**src/rtl/bp_pkg.sv**
```systemverilog
// Shared types and helpers for the branch target buffer.
// Direction counter arithmetic and PC index/tag split.
package bp_pkg;

  typedef logic [1:0] ctr_t;

  localparam ctr_t CTR_MAX = 2'd3;
  localparam ctr_t CTR_MIN = 2'd0;

  function automatic ctr_t ctr_next(ctr_t c, logic taken);
    if (taken) return (c == CTR_MAX) ? c : c + 2'd1;
    return (c == CTR_MIN) ? c : c - 2'd1;
  endfunction

  // Word-aligned split: pc[1:0] never participates in index or tag.
  function automatic logic [63:0] idx_of(logic [63:0] pc, int unsigned ib);
    return (pc >> 2) & ((64'd1 << ib) - 64'd1);
  endfunction

  function automatic logic [63:0] tag_of(logic [63:0] pc, int unsigned ib);
    return pc >> (ib + 2);
  endfunction

endpackage

```
**src/rtl/bp_btb_way.sv**
```systemverilog
// One BTB way: valid/tag/target/counter storage with a fetch read port.
// Latency: reads combinational, writes land on the next edge; no backpressure.
module bp_btb_way
  import bp_pkg::*;
#(
  parameter int PC         = 32,
  parameter int INDEX_BITS = 5,
  parameter int TAGW       = PC - INDEX_BITS - 2
) (
  input  logic                  i_clk,
  input  logic                  i_rst,
  input  logic [INDEX_BITS-1:0] i_rd_idx,
  input  logic [TAGW-1:0]       i_rd_tag,
  output logic                  o_rd_hit,
  output logic                  o_rd_taken,
  output logic [PC-1:0]         o_rd_tgt,
  input  logic [INDEX_BITS-1:0] i_wr_idx,
  input  logic [TAGW-1:0]       i_wr_tag,
  output logic                  o_wr_vld,
  output logic                  o_wr_hit,
  output ctr_t                  o_wr_ctr,
  input  logic                  i_wr_vld_en,
  input  logic                  i_wr_tag_en,
  input  logic                  i_wr_tgt_en,
  input  logic                  i_wr_ctr_en,
  input  logic [PC-1:0]         i_wr_tgt,
  input  ctr_t                  i_wr_ctr
);

  localparam int SETS = 2 ** INDEX_BITS;

  logic [SETS-1:0] r_vld;
  logic [TAGW-1:0] r_tag [SETS];
  logic [PC-1:0]   r_tgt [SETS];
  ctr_t            r_ctr [SETS];

  assign o_rd_hit   = r_vld[i_rd_idx] && (r_tag[i_rd_idx] == i_rd_tag);
  assign o_rd_taken = r_ctr[i_rd_idx][1];
  assign o_rd_tgt   = r_tgt[i_rd_idx];

  // Write side exposes the current entry so the owner can read-modify-write.
  assign o_wr_vld = r_vld[i_wr_idx];
  assign o_wr_hit = r_vld[i_wr_idx] && (r_tag[i_wr_idx] == i_wr_tag);
  assign o_wr_ctr = r_ctr[i_wr_idx];

  always_ff @(posedge i_clk) begin
    if (i_rst) r_vld <= '0;
    else if (i_wr_vld_en) r_vld[i_wr_idx] <= 1'b1;
  end

  always_ff @(posedge i_clk) begin
    if (i_wr_tag_en) r_tag[i_wr_idx] <= i_wr_tag;
    if (i_wr_tgt_en) r_tgt[i_wr_idx] <= i_wr_tgt;
    if (i_wr_ctr_en) r_ctr[i_wr_idx] <= i_wr_ctr;
  end

endmodule

```
**src/rtl/bp_btb.sv**
```systemverilog
// Set-associative branch target buffer with 2-bit direction counters.
// Latency: fetch lookup combinational, training visible next cycle; no backpressure.
module bp_btb
  import bp_pkg::*;
#(
  parameter int   PC         = 32,
  parameter int   INDEX_BITS = 5,
  parameter int   WAYS       = 2,
  parameter ctr_t CTR_INIT   = 2'b10
) (
  input  logic          clk_in,
  input  logic          rst_in,
  input  logic [PC-1:0] fetch_pc_in,
  output logic          fetch_hit_out,
  output logic          fetch_taken_out,
  output logic [PC-1:0] fetch_target_out,
  input  logic          update_in,
  input  logic [PC-1:0] exmem_pc_in,
  input  logic          exmem_taken_in,
  input  logic [PC-1:0] exmem_target_in
);

  localparam int TAGW = PC - INDEX_BITS - 2;

  if (WAYS != 1 && WAYS != 2) begin : g_bad_ways
    $error("bp_btb: WAYS must be 1 or 2");
  end

  logic [INDEX_BITS-1:0] w_rd_idx, w_wr_idx;
  logic [TAGW-1:0]       w_rd_tag, w_wr_tag;

  assign w_rd_idx = INDEX_BITS'(idx_of(64'(fetch_pc_in), INDEX_BITS));
  assign w_rd_tag = TAGW'(tag_of(64'(fetch_pc_in), INDEX_BITS));
  assign w_wr_idx = INDEX_BITS'(idx_of(64'(exmem_pc_in), INDEX_BITS));
  assign w_wr_tag = TAGW'(tag_of(64'(exmem_pc_in), INDEX_BITS));

  logic [WAYS-1:0] w_rd_hit, w_rd_taken, w_wr_vld, w_wr_hit;
  logic [PC-1:0]   w_rd_tgt [WAYS];
  ctr_t            w_wr_ctr [WAYS];
  logic [WAYS-1:0] w_en_vld, w_en_tag, w_en_tgt, w_en_ctr;
  ctr_t            w_ctr_dat [WAYS];

  for (genvar g = 0; g < WAYS; g++) begin : g_way
    bp_btb_way #(.PC(PC), .INDEX_BITS(INDEX_BITS), .TAGW(TAGW)) u_way (
      .i_clk       (clk_in),
      .i_rst       (rst_in),
      .i_rd_idx    (w_rd_idx),
      .i_rd_tag    (w_rd_tag),
      .o_rd_hit    (w_rd_hit[g]),
      .o_rd_taken  (w_rd_taken[g]),
      .o_rd_tgt    (w_rd_tgt[g]),
      .i_wr_idx    (w_wr_idx),
      .i_wr_tag    (w_wr_tag),
      .o_wr_vld    (w_wr_vld[g]),
      .o_wr_hit    (w_wr_hit[g]),
      .o_wr_ctr    (w_wr_ctr[g]),
      .i_wr_vld_en (w_en_vld[g]),
      .i_wr_tag_en (w_en_tag[g]),
      .i_wr_tgt_en (w_en_tgt[g]),
      .i_wr_ctr_en (w_en_ctr[g]),
      .i_wr_tgt    (exmem_target_in),
      .i_wr_ctr    (w_ctr_dat[g])
    );
  end

  // Fetch hit mux: tags are never duplicated, so an OR-reduce is exact.
  always_comb begin
    fetch_hit_out    = 1'b0;
    fetch_taken_out  = 1'b0;
    fetch_target_out = '0;
    for (int w = 0; w < WAYS; w++) begin
      fetch_hit_out    = fetch_hit_out | w_rd_hit[w];
      fetch_taken_out  = fetch_taken_out | (w_rd_hit[w] & w_rd_taken[w]);
      fetch_target_out = fetch_target_out | (w_rd_hit[w] ? w_rd_tgt[w] : '0);
    end
  end

  logic w_upd, w_upd_hit, w_alloc, w_victim;

  assign w_upd     = update_in & ~rst_in;
  assign w_upd_hit = |w_wr_hit;
  assign w_alloc   = w_upd & ~w_upd_hit & exmem_taken_in;

  if (WAYS == 2) begin : g_lru
    localparam int SETS = 2 ** INDEX_BITS;
    logic [SETS-1:0] r_lru;
    logic            w_touch;

    assign w_victim = !w_wr_vld[0] ? 1'b0 :
                      !w_wr_vld[1] ? 1'b1 : r_lru[w_wr_idx];
    assign w_touch  = w_upd_hit ? w_wr_hit[1] : w_victim;

    always_ff @(posedge clk_in) begin
      if (rst_in) r_lru <= '0;
      else if (w_upd_hit || w_alloc) begin
        if (w_upd) r_lru[w_wr_idx] <= ~w_touch;
      end
    end
  end else begin : g_dm
    assign w_victim = 1'b0;
  end

  always_comb begin
    for (int w = 0; w < WAYS; w++) begin
      logic sel_hit, sel_alloc;
      sel_hit      = w_upd & w_wr_hit[w];
      sel_alloc    = w_alloc & (w_victim == 1'(w));
      w_en_vld[w]  = sel_alloc;
      w_en_tag[w]  = sel_alloc;
      w_en_tgt[w]  = sel_alloc | (sel_hit & exmem_taken_in);
      w_en_ctr[w]  = sel_alloc | sel_hit;
      w_ctr_dat[w] = sel_alloc ? CTR_INIT : ctr_next(w_wr_ctr[w], exmem_taken_in);
    end
  end

endmodule

```
**config.mk**
```make
export PLATFORM = sky130hd
export DESIGN_NAME = bp_btb
export DESIGN_NICKNAME = d
export VERILOG_FILES = /design/src/rtl/bp_pkg.sv /design/src/rtl/bp_btb_way.sv /design/src/rtl/bp_btb.sv
export SDC_FILE = /design/constraint.sdc
export NUM_CORES = 2
export LEC_CHECK = 0
export ABC_AREA = 0
export CAP_MARGIN = 15
export CORE_UTILIZATION = 40
export CTS_BUF_LIST = sky130_fd_sc_hd__clkbuf_4 sky130_fd_sc_hd__clkbuf_8
export DETAILED_ROUTE_END_ITERATION = 12
export PLACE_DENSITY = 0.6
export SLEW_MARGIN = 10
export SYNTH_ARGS = -nofsm -noshare
export SYNTH_HDL_FRONTEND = slang
export SYNTH_SLANG_ARGS = --single-unit
```
**constraint.sdc**
```tcl
create_clock -name clk_in -period 10.5 [get_ports clk_in]
set_input_delay 1.575 -clock clk_in [delete_from_list [all_inputs] [get_ports clk_in]]
set_output_delay 1.575 -clock clk_in [all_outputs]
set_load 0.05 [all_outputs]
```
==> results.py <==
metrics = {
    "sta": {
        "slew_headroom_pct": 9.41,
        "max_clock_freq_ghz": 0.101,
        "slew_viol_final": 0,
        "final_hold_viol_count": 0,
        "clock_skew_ns": 0.141,
        "rsz0062_at_grt": "no",
        "layout_worst_path_cycle_share_pct": 93.9,
        "tns_ns": 0,
        "worst_pin_slew_ns": 1.35,
        "finalCriticalPeriod_ns": 9.86,
        "setup_viol": 0,
    },
    "synthesis": {
        "synth_area_leaders": "edfxtp_1, mux4_2, mux2i_1",
        "synth_most_common_cell": "edfxtp_1",
        "syn_nets": 8198,
        "synth_edf_count": 3776,
        "async_reset_ff_share_pct": 0,
        "synth_top_area_share_pct": 69.1,
        "synth_area_sq_um": 164000,
        "synth_flop_cell": "edfxtp_1",
        "netlist-cell-type-count": 74,
        "yosys_warnings": 0,
        "synth.largest_area_cell": "edfxtp_1",
        "seq_area_frac_synth_pct": 70.2,
        "syn_avg_cell_area_sq_um": 20.3,
        "syn_inst": 8098,
        "synth_seq_cells": 3872,
        "synthTopCellsByCount": "edfxtp_1, mux4_2, mux2i_1",
    },
    "grt": {
        "grt_overflow_total": 0,
        "grt_pass1_vias": 92700,
        "grtUsageTotal_pct": 24.7,
        "grt_pass1_wl_um": 721000,
        "grt_max_degree": 133,
        "antenna_found_initial": 35,
    },
    "status": {
        "status": "finished clean",
    },
    "worst_setup_path": {
        "start_kind": "input pin",
        "cp_max_fo": 25,
        "critical_path_required_ns": 8.93,
        "reg2reg_slack_ns": 4.64,
        "arrival_ns": 8.29,
        "worst-setup-path-type": "in2out",
        "endpoint_kind": "output pin",
    },
    "pwr": {
        "leakage_nw": 59.0,
        "finalPower_mw": 32.0,
        "p_per_area_nw_per_um2": 172,
        "peakVddDrop_uv": 129,
    },
    "floorplan": {
        "initial_core_util_pct": 40.3,
        "chipWidth_um": 643,
        "core_sq_um": 407000,
        "rows": 234,
        "io_pins": 134,
        "die-height_um": 643,
        "dieArea_sq_um": 413000,
    },
    "route": {
        "wl_per_cell_um": 35.8,
        "first_pass_iters": 6,
        "vias": 91700,
        "finalWirelength_um": 520000,
        "vias_per_cell": 6.31,
        "drc_errors": 0,
        "postRouteAntennaNets": 0,
        "drt-initial-drc-count": 11600,
    },
    "clocking": {
        "cts_tree": "built",
        "hold_buffers": 0,
        "root_buffer": "clkbuf_8",
        "post_cts_resized": 0,
        "numCtsBuffers": 633,
        "clk_latency_ns": 1.27,
        "cts_max_path_buffers": 4,
        "cts_setup_buffers": 0,
        "h-tree-depth": 6,
        "cts_sinks": 3872,
        "path_clk_slew_ns": 0.06,
    },
    "layout": {
        "nNetsFinal": 8728,
        "drive_gt1_share_pct": 31.9,
        "syn_to_final_growth_pct": 13.2,
        "fillers": 34100,
        "stdcell_area_sq_um": 186000,
    },
    "placed_design": {
        "placed_area_sq_um": 174000,
        "portBuffers": 129,
        "hpwl_um": 285000,
        "gp_congestion": 0.874,
    },
    "run": {
        "drv_cap": 0,
    },
    "min_path": {
        "hold_class": "reg2reg",
    },
}
## power breakdown
group	total (mW)	switching [mW]	leakage [nW]	internal, mW
Clock	12.9	6.09	6.42	6.85
Combinational	2.08	1.29	17.9	0.784
Sequential	17.0	0.00708	34.7	17.0
## per-layer routing
| layer | vias up | share of wire, % | wire length, um | global-route usage [%] |
|---|---|---|---|---|
| li1 | 35900 | - | - | - |
| met1 | 49200 | 38 | 197000 | 32.6 |
| met2 | 5425 | 48 | 250000 | 40.2 |
| met3 | 1245 | 9.9 | 51300 | 5.23 |
| met4 | 22 | 4.4 | 22700 | 9.67 |
| met5 | - | 0.025 | 130 | 0 |
## layout by cell type, fill, tap and decap left out, drive strengths merged, types with 55 or more instances in the layout
cell type  count
nor2         171
inv           56
nor4         105
o22ai        387
mux4        1247
mux2          55
nand2        118
clkinv       201
a21oi        133
dfxtp         96
edfxtp      3776
buf          439
mux2i        807
clkbuf       861
## kinds of logic after synthesis
group / Yosys count / synth area share [%]
xor gates and xnor gates: 48 / 0.256
DFF: 3872 / 70.2
buffers and inverters: 620 / 1.74
and+or+nand+nor: 614 / 1.94
muxes: 2109 / 22.4
AOI/OAI and AO/OA: 835 / 3.43
## final timing paths
| check | start | end | cells past startpoint |
|---|---|---|---|
| max | fetch_pc_in[5] | fetch_target_out[15] | 12 |
| min | g_way[1].u_way.r_vld[16] | g_way[1].u_way.r_vld[16] | 2 |
| max reg2reg | g_way[0].u_way.r_tag[16][17] | g_way[0].u_way.r_tgt[26][16] | 10 |
| min reg2reg | g_way[1].u_way.r_vld[16] | g_way[1].u_way.r_vld[16] | 2 |
## state kept, by name, indices dropped and copies added, names as in the netlist
name               cells
g_way.u_way.r_vld     64
g_way.u_way.r_tag   1600
g_way.u_way.r_tgt   2048
g_lru.r_lru           32
g_way.u_way.r_ctr    128
## critical path: stages
cell and delay, ns:
clkdlybuf4s50_1 0.92, inv_8 0.47, buf_12 0.37, buf_4 0.35, mux4_2 0.56, mux2i_1 0.56
xnor2_1 0.13, nor4_1 0.67, o211ai_1 0.57, buf_4 0.42, o32ai_1 0.60, clkdlybuf4s50_1 0.97
## stage by stage
stage	setup slack, ns	util [%]	hold WS, ns	cells
6_report	0.638	45.7	0.483	14500
5_1_grt	0.692	45.6	0.500	14500
4_1_cts	0.927	45.6	0.481	14500
3_5_place_dp	0.937	42.6	0.463	13400
3_3_place_gp	0.782	42.6	0.450	13400
2_1_floorplan	3.09	-	0.438	8098
## final cells by class
cell class                 instances  area [sq um]  area share [%]
clock buffer                     860         10500            5.66
clock inverter                   252          1700           0.913
sequential                      3872        115000            62.0
multi-input combinational       3606         47300            25.4
timing repair buffer             477          4160            2.24
tap                             5428          6790            3.65
inverter                          38           160          0.0861
antenna                            7          17.5         0.00942
No activity file was read; power rests on OpenSTA's default activity.
